<file path="src/rtl/bsw_job_scheduler.sv">
// bsw_job_scheduler: round-robin front end that shares one banded
// Smith-Waterman accelerator between N_REQ requesters. A job is granted,
// its operands are latched and held for the whole run, the accelerator is
// started, its ready is awaited, and the aligned strings are handed back
// with a one-cycle done pulse to the owner.
//
// Optional build macro: BSW_TIMEOUT_EN
//   When defined, a RUN-state watchdog aborts a job after TIMEOUT cycles
//   and reports it through res_err. When undefined, RUN waits forever and
//   res_err is tied low.

module bsw_job_scheduler #(
    parameter int N_REQ        = 4,
    parameter int L            = 8,
    parameter int START_CYCLES = 2,
    parameter int TIMEOUT      = 1023
) (
    input  logic                   clk,
    input  logic                   reset,
    input  logic [N_REQ-1:0]       req,
    input  logic [N_REQ*3*L-1:0]   req_R,
    input  logic [N_REQ*3*L-1:0]   req_Q,
    output logic [N_REQ-1:0]       grant,
    output logic [N_REQ-1:0]       done,
    output logic [3*L+5:0]         res_R,
    output logic [3*L+5:0]         res_Q,
    output logic                   res_err,
    output logic                   busy,
    output logic                   acc_start,
    output logic [3*L-1:0]         acc_R,
    output logic [3*L-1:0]         acc_Q,
    input  logic [3*L+5:0]         acc_R_aligned,
    input  logic [3*L+5:0]         acc_Q_aligned,
    input  logic                   acc_ready
);

    localparam int W     = 3 * L;
    localparam int PTR_W = (N_REQ > 1) ? $clog2(N_REQ) : 1;

    typedef enum logic [1:0] {
        IDLE  = 2'd0,
        START = 2'd1,
        RUN   = 2'd2,
        RESP  = 2'd3
    } state_t;

    state_t             state;
    state_t             next_state;
    logic [PTR_W-1:0]   ptr;
    logic [PTR_W-1:0]   owner;
    logic [PTR_W-1:0]   win_idx;
    logic [PTR_W-1:0]   cand_idx;
    logic               win_valid;
    logic [7:0]         start_cnt;
    logic               start_last;
    logic               armed;
    logic               ready_hit;
    logic               timeout_hit;
    int                 cand;

`ifdef BSW_TIMEOUT_EN
    logic [15:0]        to_cnt;

    // Watchdog fires on the edge that completes the TIMEOUT-th RUN cycle
    assign timeout_hit = (state == RUN) && (to_cnt == 16'(TIMEOUT - 1));
`else
    assign timeout_hit = 1'b0;
    assign res_err     = 1'b0;
`endif

    assign start_last = (start_cnt == 8'(START_CYCLES - 1));
    assign ready_hit  = armed && acc_ready;
    assign busy       = (state != IDLE);
    assign done       = (state == RESP) ? grant : '0;

    // Round-robin search: first requester above the pointer, wrapping around
    always_comb begin
        win_valid = 1'b0;
        win_idx   = '0;
        cand      = 0;
        cand_idx  = '0;
        for (int i = 1; i <= N_REQ; i++) begin
            cand     = (int'(ptr) + i) % N_REQ;
            cand_idx = cand[PTR_W-1:0];
            if (!win_valid && req[cand_idx]) begin
                win_valid = 1'b1;
                win_idx   = cand_idx;
            end
        end
    end

    // Next-state selection for the job sequence IDLE->START->RUN->RESP
    always_comb begin
        next_state = state;
        case (state)
            IDLE:    if (win_valid) next_state = START;
            START:   if (start_last) next_state = RUN;
            RUN:     if (ready_hit || timeout_hit) next_state = RESP;
            RESP:    next_state = IDLE;
            default: next_state = IDLE;
        endcase
    end

    // State register
    always_ff @(posedge clk) begin
        if (reset) state <= IDLE;
        else       state <= next_state;
    end

    // Job datapath: grant/operand latch, start pulse, arming and result capture
    always_ff @(posedge clk) begin
        if (reset) begin
            grant     <= '0;
            owner     <= '0;
            ptr       <= PTR_W'(N_REQ - 1);
            acc_start <= 1'b0;
            acc_R     <= '0;
            acc_Q     <= '0;
            start_cnt <= '0;
            armed     <= 1'b0;
            res_R     <= '0;
            res_Q     <= '0;
        end else begin
            case (state)
                IDLE: begin
                    if (win_valid) begin
                        grant          <= '0;
                        grant[win_idx] <= 1'b1;
                        owner          <= win_idx;
                        acc_R          <= req_R[win_idx*W +: W];
                        acc_Q          <= req_Q[win_idx*W +: W];
                        acc_start      <= 1'b1;
                        start_cnt      <= '0;
                    end
                end
                START: begin
                    if (start_last) begin
                        acc_start <= 1'b0;
                        armed     <= 1'b0;
                    end else begin
                        start_cnt <= start_cnt + 8'd1;
                    end
                end
                RUN: begin
                    if (ready_hit) begin
                        res_R <= acc_R_aligned;
                        res_Q <= acc_Q_aligned;
                    end else if (timeout_hit) begin
                        res_R <= '0;
                        res_Q <= '0;
                    end else if (!acc_ready) begin
                        armed <= 1'b1;
                    end
                end
                RESP: begin
                    grant <= '0;
                    ptr   <= owner;
                end
                default: ;
            endcase
        end
    end

`ifdef BSW_TIMEOUT_EN
    // RUN cycle counter and abort flag; a same-edge ready takes priority
    always_ff @(posedge clk) begin
        if (reset) begin
            to_cnt  <= '0;
            res_err <= 1'b0;
        end else begin
            if (state == START && start_last) to_cnt <= '0;
            else if (state == RUN)            to_cnt <= to_cnt + 16'd1;
            if (state == RUN) begin
                if (ready_hit)        res_err <= 1'b0;
                else if (timeout_hit) res_err <= 1'b1;
            end
        end
    end
`endif

endmodule
</file>
<file path="config.mk">
export PLATFORM = sky130hd
export DESIGN_NAME = bsw_job_scheduler
export DESIGN_NICKNAME = d
export VERILOG_FILES = /design/src/rtl/bsw_job_scheduler.sv
export SDC_FILE = /design/constraint.sdc
export NUM_CORES = 1
export LEC_CHECK = 0
export BUFFER_PORTS_ARGS = -buffer_cell sky130_fd_sc_hd__buf_4
export CAP_MARGIN = 20
export CORE_MARGIN = 2
export CORE_UTILIZATION = 25
export DETAILED_ROUTE_END_ITERATION = 6
export HOLD_SLACK_MARGIN = 0.15
export PLACE_DENSITY = 0.59
export RECOVER_POWER = 100
export SLEW_MARGIN = 40
export SYNTH_ARGS = -nofsm -noshare
export SYNTH_HDL_FRONTEND = slang
export SYNTH_SLANG_ARGS = --single-unit
</file>
<file path="constraint.sdc">
create_clock -name clk -period 5.5 [get_ports clk]
set_clock_uncertainty 0.05 [all_clocks]
set_input_delay 0.825 -clock clk [delete_from_list [all_inputs] [get_ports clk]]
set_output_delay 0.825 -clock clk [all_outputs]
set_load 0.03 [all_outputs]
</file>
# After elaboration in Yosys (flattened, before gate mapping)
# Cells that the tools add are included.
dict set report totals {
  elab_cells 89
  output_inout_bits 119
  ff_bits 128
}
dict set report op_classes {
  reduce_logical 20
  add_sub_neg 5
  shifts 2
  mux 34
  n_lt_le_gt_ge 6
  eq_ne 10
  n_mul 1
}
# operator count
set op_table {}
lappend op_table {{96-bit by 8-bit indexed part select with 24-bit output} 2}
lappend op_table {{8-bit two-way mux} 2}
lappend op_table {{8-bit case mux with 2 select lines} 1}
lappend op_table {{2-bit by 3-bit < comparator with 1-bit output (second input constant)} 5}
lappend op_table {{2-bit two-way mux} 7}
lappend op_table {{1-bit two-way mux} 13}
lappend op_table {{2-bit != test (second input constant)} 6}
lappend op_table {{3-bit AND reduction} 3}
lappend op_table {{8-bit by 1-bit adder with 8-bit output (second input constant)} 1}
lappend op_table {{1-bit binary-select mux with 2-bit select} 4}
lappend op_table {{8-bit by 1-bit == test with 1-bit output (second input constant)} 1}
lappend op_table {{4-bit two-way mux} 2}
lappend op_table {{2-bit case mux with 4 select lines} 1}
lappend op_table {{4-bit case mux with 2 select lines} 1}
lappend op_table {{2-bit nonzero test} 4}
lappend op_table {{2-bit AND reduction} 3}
lappend op_table {{1-bit logical AND} 5}
lappend op_table {{2-bit by 1-bit adder with 2-bit output (second input constant)} 2}
lappend op_table {{2-bit adder (second input constant)} 2}
lappend op_table {{2-bit == test (second input constant)} 2}
lappend op_table {{2-bit by 2-bit multiplier with 4-bit output (second input constant)} 1}
lappend op_table {{1-bit case mux with 2 select lines} 2}
lappend op_table {{4-bit AND reduction} 1}
lappend op_table {{1-bit logical NOT} 3}
lappend op_table {{other kinds (4)} 4}

# Longest topological paths before layout
# Gate-level depths: netlist (run 1).
dict set report depth {
  depth_word 19
  depth_mapped 9
}

# Least setup slack after synthesis (run 1)
# No wires, ideal clock.
dict set report synth_timing {
  kind {input -> register}
  startpoint {in req[1]}
  endpoint {reg acc_Q[0]}
  setup_ns 0.137
  required_ns 5.313
  cell_stages 8
  path_buffers 3
  path_slack_ns 3.183
  arrival_ns 2.130
  path_cell_list {buf_2 > or3b_1 > o221a_2 > buf_6 > buf_6 > o311a_1 > a31oi_1 > a211oi_2}
}
dict set report synth_via {
  elab_chain_cells 14
}
# item line_no
set synth_lines {}
lappend synth_lines {{start, declared} 20} ;# input logic [N_REQ-1:0] req,
lappend synth_lines {{1-bit binary-select mux with 2-bit select} 85} ;# if (!win_valid && req[cand_idx]) begin
lappend synth_lines {{1-bit two-way mux (implied by the code)} 85}
lappend synth_lines {{1-bit two-way mux} 85}
lappend synth_lines {{1-bit logical NOT} 85}
lappend synth_lines {{1-bit logical AND} 85}
lappend synth_lines {{1-bit two-way mux} 85}
lappend synth_lines {{1-bit logical NOT} 85}
lappend synth_lines {{1-bit logical AND} 85}
lappend synth_lines {{1-bit two-way mux} 85}
lappend synth_lines {{1-bit logical NOT} 85}
lappend synth_lines {{1-bit logical AND} 85}
lappend synth_lines {{2-bit two-way mux} 85}
lappend synth_lines {{2-bit by 2-bit multiplier with 4-bit output} 131} ;# acc_Q <= req_Q[win_idx*W +: W];
lappend synth_lines {{96-bit by 8-bit indexed part select with 24-bit output} 131}
lappend synth_lines {{end signal, assigned} 131}
lappend synth_lines {{end, declared} 31} ;# output logic [3*L-1:0] acc_Q,
# Several ways; a longest one is shown, not always the timed one. The select of a mux whose other input is x is not followed.
# A chain may end at the register's enable or synchronous reset.

# Worst setup path after layout (run 1)
dict set report layout_timing {
  startpoint {in reset}
  endpoint {reg acc_R[20]}
}
# item line_no
set layout_rtl {}
lappend layout_rtl {{start, declared} 19} ;# input logic reset,
lappend layout_rtl {{end signal, assigned} 130} ;# acc_R <= req_R[win_idx*W +: W];
lappend layout_rtl {{end, declared} 30} ;# output logic [3*L-1:0] acc_R,
# No word-level cell between the ends.

==> results.rst, run 1 <==
.. list-table::
   :header-rows: 1

   * - Metric
     - Value
   * - Status
     - complete, but fails checks
   * - Violations in the final reports
     - capacitance limit, slew limit
   * - Routability congestion estimate
     - 0.762
   * - Half-perimeter wire length after placement
     - 18400 µm
   * - Routed via count
     - 7053
   * - Antenna violations before repair
     - 1
   * - Post-route clock period utilization
     - 67.3%
   * - TritonCTS clock tree
     - yes
   * - Reg-to-reg slack, setup
     - 2.76 ns
   * - Kind of path behind the tightest hold check
     - flop to flop
   * - Met2 track demand over resource in global routing
     - 29.5%
   * - Type of destination of the critical path
     - flop
   * - Number of cells on the worst reg-to-reg path
     - 8
   * - Startpoint kind of the worst setup timing path
     - input port
   * - Maximum number of pins on one net before global-route repair
     - 68
   * - Max_slew headroom
     - -107%
   * - Global-route met1 utilization
     - 20.9%
   * - Number of DRC markers in iteration 0
     - 461
   * - Main flop type after synthesis
     - sky130_fd_sc_hd__dfxtp_1
   * - Worst Path Max Fanout
     - 67
   * - Pleak
     - 3.92 nW
   * - Floorplan Core Area
     - 26100 µm²
   * - Kind of critical path
     - input port to flop
   * - Post-synthesis area per instance
     - 8.65 µm²
   * - Endpoints failing setup
     - 0
   * - Dpl cell area
     - 9570 µm²
   * - Worst reg2reg startpoint
     - ptr[0]
   * - Later-pin clock latency in the skew report
     - 0.41 ns
   * - Die extent in x
     - 167 µm
   * - Placement Setup Slack
     - 2.14 ns
   * - # nets final
     - 1353
   * - Chip height
     - 167 µm
   * - Num CTS Buffers
     - 17
   * - Highest clock frequency the design can meet
     - 270 MHz
   * - Total Negative Setup Slacks
     - 0 ns
   * - Leading cell types by total area after synthesis
     - sky130_fd_sc_hd__dfxtp_1 39%, sky130_fd_sc_hd__a221oi_2 9.0%, sky130_fd_sc_hd__nand2_1 7.7%
   * - Data required time of the worst path
     - 5.58 ns
   * - Full die area
     - 27900 µm²
   * - Final hold vios
     - 0
   * - Number of buffers added on ports
     - 376
   * - Fraction of post-synthesis cell area in the top cell type by area
     - 38.6%
   * - Number of vias per cell
     - 4.91
   * - Yosys cell types
     - 53
   * - Number of buffers inserted for hold repair after clock tree synthesis
     - 0
   * - Clock sink count
     - 128
   * - Minimum clock period
     - 3.70 ns
   * - Min Hold Slack
     - 0.403 ns
   * - Wire length of the first global-routing pass
     - 39100 µm
   * - Post-synthesis async set-or-reset flop share
     - 0%
   * - Post-CTS setup-driven buffer insertion count
     - 0
   * - WL/cell
     - 17.9 µm
   * - Number of maximum-capacitance violations
     - 1
   * - Endpoint of the worst-slack reg-to-reg timing path
     - acc_R[20]
   * - Count of antenna-violating nets left after detailed routing
     - 0
   * - Site row count
     - 59
   * - Initial Util
     - 25.5%
   * - Maximum clock insertion buffer count
     - 2
   * - Fraction of the core area covered by cells at the end of the flow
     - 36.4%
   * - Commonest non-fill, non-tap cell in the layout
     - sky130_fd_sc_hd__buf_4
   * - Highest-count cells in the layout ignoring fill and taps
     - 269 x sky130_fd_sc_hd__buf_4, 136 x sky130_fd_sc_hd__nand2_1, 128 x sky130_fd_sc_hd__dfxtp_1
   * - Crit path DAT
     - 3.78 ns
   * - CTS Root Cell
     - sky130_fd_sc_hd__clkbuf_16
   * - Largest area contributor in the netlist
     - sky130_fd_sc_hd__dfxtp_1
   * - Share of layout cells above drive strength 1
     - 29.5%
   * - Number of warnings printed during yosys synthesis
     - 0
   * - Syn Nets
     - 1032
   * - Layout area overhead
     - 43.0%
   * - Number of stages on the worst hold path
     - 2
   * - Sequential-to-total area share from yosys stat
     - 38.6%
   * - WHS Endpoint
     - res_R[27]
   * - Post-route non-filler standard cell count
     - 1437
   * - Routed Wire Length
     - 25700 µm
   * - Number of global-route vias before repair
     - 7061
   * - Worst path setup slack after routing
     - 1.80 ns
   * - Slew of the pin with the lowest slew margin
     - 3.11 ns
   * - Number of remaining DRC errors
     - 0
   * - Max Transition Viols Final
     - 68
   * - Final Total Pwr
     - 3.87 mW
   * - Maximum level of the CTS H-tree
     - 4
   * - Post-Syn Area
     - 6640 µm²
   * - Final non-filler cell area
     - 9490 µm²
   * - Met3 Track Usage GR
     - 6.61%
   * - Maximum ir drop on the vdd rail
     - 211 µV
   * - Post-synth EDFFs
     - 0
   * - Cell count after placement
     - 1402
   * - Cells after Synth
     - 767
   * - Cells resized by post-CTS repair
     - 0
   * - Min-Delay Startpoint
     - res_R[27]
   * - Post-CTS clock slew at the launch and capture registers of the worst setup and hold paths
     - 0.07 ns
   * - Combined global-route utilization of all metal layers
     - 17.6%
   * - FF+latch count, synth
     - 128
   * - GRT busiest layer
     - met2
   * - Pwr dens
     - 408 nW/µm²
   * - Unrepaired setup endpoints after global routing
     - false
   * - DRT Pass-1 Iters
     - 5
   * - Grt total ovfl
     - 0
   * - Number of I/O pins
     - 378
-- registers in the layout, indices dropped and copies added, names as in the netlist, 2 cells and up --
register	count
acc_Q	24
grant	4
start_cnt	8
acc_R	24
res_Q	30
res_R	30
owner	2
ptr	2
state	2
-- cell usage after synthesis, types with 6 or more instances --
| library cell | number |
|---|---|
| sky130_fd_sc_hd__a211oi_1 | 33 |
| sky130_fd_sc_hd__a211oi_2 | 8 |
| sky130_fd_sc_hd__a21oi_1 | 72 |
| sky130_fd_sc_hd__a221oi_1 | 8 |
| sky130_fd_sc_hd__a221oi_2 | 40 |
| sky130_fd_sc_hd__a311oi_1 | 7 |
| sky130_fd_sc_hd__a31oi_1 | 42 |
| sky130_fd_sc_hd__buf_2 | 22 |
| sky130_fd_sc_hd__buf_6 | 11 |
| sky130_fd_sc_hd__clkbuf_1 | 46 |
| sky130_fd_sc_hd__dfxtp_1 | 128 |
| sky130_fd_sc_hd__ha_1 | 6 |
| sky130_fd_sc_hd__nand2_1 | 137 |
| sky130_fd_sc_hd__nand3_1 | 16 |
| sky130_fd_sc_hd__nand3b_1 | 8 |
| sky130_fd_sc_hd__nor2_1 | 62 |
| sky130_fd_sc_hd__nor2b_1 | 7 |
| sky130_fd_sc_hd__o21ai_0 | 6 |
| sky130_fd_sc_hd__o311a_1 | 40 |
-- critical path: stages --
cell	delay, ns
sky130_fd_sc_hd__buf_4	0.57
sky130_fd_sc_hd__clkbuf_1	2.25
sky130_fd_sc_hd__a311oi_1	0.08
-- worst max-delay path by stage --
stage               slack (ns)   start  depth (start not counted)   endpoint
floorplan                 3.18  req[1]                          8   acc_Q[0]
global placement          2.07  req[1]                          7   acc_Q[1]
detailed placement        2.14  req[3]                          8  acc_R[20]
global route              1.43   reset                          3   acc_Q[1]
CTS                       2.56  req[3]                          8  acc_Q[15]
finish                    1.80   reset                          3  acc_R[20]
-- routing by layer --
layer | vias up | wire length, µm
met5 | - | 0
met4 | 0 | 495
met3 | 25 | 2170
met2 | 299 | 12300
met1 | 3230 | 10700
li1 | 3499 | -
-- power breakdown --
part           internal, mW  switching (mW)  total [mW]
Sequential             1.09          0.0955        1.19
Combinational         0.529            1.02        1.55
Clock                 0.676           0.464        1.14
Total                  2.30            1.58        3.87
-- area by class of cell --
| cell class | count | area, µm² |
|---|---|---|
| Clock buffer | 18 | 429 |
| Antenna cell | 1 | 2.50 |
| Clock inverter | 14 | 156 |
| Timing Repair Buffer | 388 | 2510 |
| Sequential cell | 128 | 2560 |
| Fill cell | 2825 | 16600 |
| Inverter | 4 | 15.0 |
| Multi-Input combinational cell | 549 | 3400 |
| Tap cell | 335 | 419 |
-- cell families after synthesis --
| group | Yosys count | share of synthesized area (%) |
|---|---|---|
| compound gates | 274 | 34.6 |
| xor+xnor | 3 | 0.396 |
| fa+ha+maj | 6 | 1.13 |
| buf+inv | 90 | 7.03 |
| flops | 128 | 38.6 |
| mux | 4 | 0.603 |
| other cells | 1 | 0.0565 |
| simple gates | 261 | 17.6 |
No activity file was read; power rests on OpenSTA's default activity.
==> inputs of run 2 (changes only) <==
- ABC_AREA: default -> 1
- PLACE_DENSITY: 0.59 -> 0.61
- clock period: 5.5 -> 3.2 ns (I/O delays scaled with it)
==> results.rst, run 2 <==
.. list-table::
   :header-rows: 1

   * - Metric
     - Value
   * - Post-synthesis area per instance
     - 6.74 µm²
   * - Critical path, cell by cell
     - inv_1 > nand2_1 > nand2_1 > nand2_1 > nand2_1 > clkinv_1 > nand2_2 > nor2_4 > nand2_2 > nand2_4 > buf_12 > buf_12 > nand3_1 > nand3_1 > nor2_1 > nor2_1
   * - FF+latch count, synth
     - 128
   * - Floorplan Core Area
     - 26200 µm²
   * - Ranking of synthesized cells by instance count
     - 195 x sky130_fd_sc_hd__nand3_1, 137 x sky130_fd_sc_hd__nand2_1, 128 x sky130_fd_sc_hd__dfxtp_1
   * - Maximum clock insertion buffer count
     - 2
   * - Final hold vios
     - 0
   * - Antenna violations before repair
     - 3
   * - Crit path DAT
     - 3.03 ns
   * - Post-CTS clock slew at the launch and capture registers of the worst setup and hold paths
     - 0.07 ns
   * - Syn Nets
     - 1261
   * - Status
     - completed
   * - Number of buffers added on ports
     - 376
   * - Number of global-route vias before repair
     - 7498
   * - Wire length of the first global-routing pass
     - 41200 µm
   * - Kind of path behind the tightest hold check
     - input port to flop
   * - Initial Util
     - 25.6%
   * - Highest clock frequency the design can meet
     - 366 MHz
   * - Post-CTS setup-driven buffer insertion count
     - 0
   * - Endpoints failing setup
     - 0
   * - Slew of the pin with the lowest slew margin
     - 1.09 ns
   * - Cells after Synth
     - 996
   * - Kind of critical path
     - flop to flop
   * - Combined global-route utilization of all metal layers
     - 18.9%
   * - Site row count
     - 59
   * - Regs by FF count
     - res_Q x30, res_R x30
   * - Unrepaired setup endpoints after global routing
     - false
   * - Critical path endpoint
     - acc_Q[8]
   * - Pwr dens
     - 886 nW/µm²
   * - Number of cells on the worst reg-to-reg path
     - 16
   * - Type of destination of the critical path
     - flop
   * - Largest area contributor in the netlist
     - sky130_fd_sc_hd__dfxtp_1
   * - Maximum number of pins on one net before global-route repair
     - 121
   * - Later-pin clock latency in the skew report
     - 0.41 ns
   * - Post-route clock period utilization
     - 85.5%
   * - Total area of sequential cells
     - 2560 µm²
   * - Full die area
     - 28200 µm²
   * - Routed Wire Length
     - 27700 µm
   * - Number of buffers inserted for hold repair after clock tree synthesis
     - 0
   * - Max Transition Viols Final
     - 0
   * - Min Hold Slack
     - 0.293 ns
   * - Pleak
     - 4.32 nW
   * - Leading cell types by total area after synthesis
     - sky130_fd_sc_hd__dfxtp_1 38%, sky130_fd_sc_hd__nand3_1 15%, sky130_fd_sc_hd__o21ai_0 8.7%
   * - Worst stage delay on the critical path
     - 0.47 ns
   * - Maximum ir drop on the vdd rail
     - 380 µV
   * - Post-synth EDFFs
     - 0
   * - Endpoint of the worst-slack reg-to-reg timing path
     - acc_Q[8]
   * - Number of warnings printed during yosys synthesis
     - 0
   * - CTS Root Cell
     - sky130_fd_sc_hd__clkbuf_16
   * - Clock sink count
     - 128
   * - Fraction of post-synthesis cell area in the top cell type by area
     - 38.2%
   * - Number of DRC markers in iteration 0
     - 413
   * - WL/cell
     - 16.6 µm
   * - Number of remaining DRC errors
     - 0
   * - CP max-delay cell
     - sky130_fd_sc_hd__dfxtp_1
   * - Count of antenna-violating nets left after detailed routing
     - 0
   * - Num CTS Buffers
     - 17
   * - Maximum level of the CTS H-tree
     - 4
   * - Post-route non-filler standard cell count
     - 1675
   * - Reg-to-reg slack, setup
     - 0.46 ns
   * - Layout area overhead
     - 46.7%
   * - Die extent in x
     - 168 µm
   * - Sequential-to-total area share from yosys stat
     - 38.2%
   * - Number of maximum-capacitance violations
     - 0
   * - Worst reg2reg startpoint
     - ptr[0]
   * - Number of vias per cell
     - 4.71
   * - Half-perimeter wire length after placement
     - 20800 µm
   * - Routed via count
     - 7893
   * - Highest-count cells in the layout ignoring fill and taps
     - 265 x sky130_fd_sc_hd__buf_4, 194 x sky130_fd_sc_hd__nand3_1, 139 x sky130_fd_sc_hd__nand2_1
   * - Startpoint kind of the worst setup timing path
     - flop
   * - Data required time of the worst path
     - 3.50 ns
   * - Grt total ovfl
     - 0
   * - TritonCTS clock tree
     - yes
   * - Cell count after placement
     - 1642
   * - Worst Path Max Fanout
     - 44
   * - # nets final
     - 1591
   * - Most frequent cell after synthesis
     - sky130_fd_sc_hd__nand3_1
   * - Placement Setup Slack
     - 0.655 ns
   * - DRT Pass-1 Iters
     - 5
   * - Share of layout cells above drive strength 1
     - 24.3%
   * - Number of I/O pins
     - 378
   * - Post-Syn Area
     - 6710 µm²
   * - Chip height
     - 168 µm
   * - Minimum clock period
     - 2.74 ns
   * - Critical Path Source
     - ptr[0]
   * - Total Negative Setup Slacks
     - 0 ns
   * - Yosys cell types
     - 30
   * - Cells resized by post-CTS repair
     - 0
   * - Multi-input combinational cell area
     - 3380 µm²
   * - Filler Cell Count
     - 2879
   * - Dominant cell type by count on the critical path
     - sky130_fd_sc_hd__nand2_1
   * - Routability congestion estimate
     - 0.864
   * - Post-synthesis async set-or-reset flop share
     - 0%
   * - Max_slew headroom
     - 27.5%
   * - Main flop type after synthesis
     - sky130_fd_sc_hd__dfxtp_1
   * - Worst path setup slack after routing
     - 0.464 ns
   * - Commonest non-fill, non-tap cell in the layout
     - sky130_fd_sc_hd__buf_4
## run 2: layout make-up
class                           count  share of cell area, %
Antenna cell                        2                 0.0508
Clock buffer                       17                   4.32
Clock inverter                     14                   1.61
Inverter                           89                   3.39
Multi-Input combinational cell    700                   34.3
Sequential cell                   128                   26.0
Tap cell                          335                   4.26
Timing Repair Buffer              390                   26.0
## run 2: worst min-delay path by stage
stage | startpoint | endpoint | slack, ns | cells past startpoint
after detailed placement | res_R[21] | res_R[21] | 0.39 | 2
final | reset | start_cnt[7] | 0.29 | 2
after global routing | reset | start_cnt[7] | 0.28 | 2
after CTS | reset | start_cnt[7] | 0.27 | 2
after floorplan | owner[1] | ptr[1] | 0.38 | 2
after global placement | res_R[3] | res_R[3] | 0.38 | 2
## run 2: where the power goes
| part | total, mW | switching, mW | internal [mW] |
|---|---|---|---|
| registers | 2.14 | 0.197 | 1.94 |
| clock network | 1.96 | 0.800 | 1.16 |
| logic | 4.63 | 3.23 | 1.40 |
| total | 8.72 | 4.22 | 4.50 |
## run 2: cell families after synthesis
logic type,Yosys count,synth area share (%)
DFF,128,38.2
adders and majority gates,6,1.12
AOI/OAI and AO/OA,201,15.4
other,1,0.0559
xor gates and xnor gates,4,0.522
buffers and inverters,168,11.7
and+or+nand+nor,488,33.0
## run 2: stage by stage
stage	cell area (µm²)	total power [mW]	util [%]
3_5_place_dp	9710	7.07	37.0
2_1_floorplan	6710	5.58	-
6_report	9850	8.72	37.6
4_1_cts	10300	9.08	39.3
3_3_place_gp	9710	7.03	37.0
5_1_grt	9850	9.38	37.6
## run 2: layer usage
metal | share of wire (%) | vias to the layer above | routed length (µm) | GRT usage, %
li1 | - | 3974 | - | -
met1 | 42 | 3545 | 11600 | 22.1
met2 | 47 | 332 | 13100 | 31.7
met3 | 8.2 | 40 | 2270 | 6.11
met4 | 2.7 | 2 | 738 | 8.20
met5 | 0.050 | - | 14 | 0
## run 2: critical path: cells and delay by family (launching register included)
| kind | cells | cell delay (ns) |
|---|---|---|
| buffers and inverters | 4 | 0.79 |
| AND/OR/NAND/NOR | 12 | 1.31 |
| flip-flops | 1 | 0.47 |
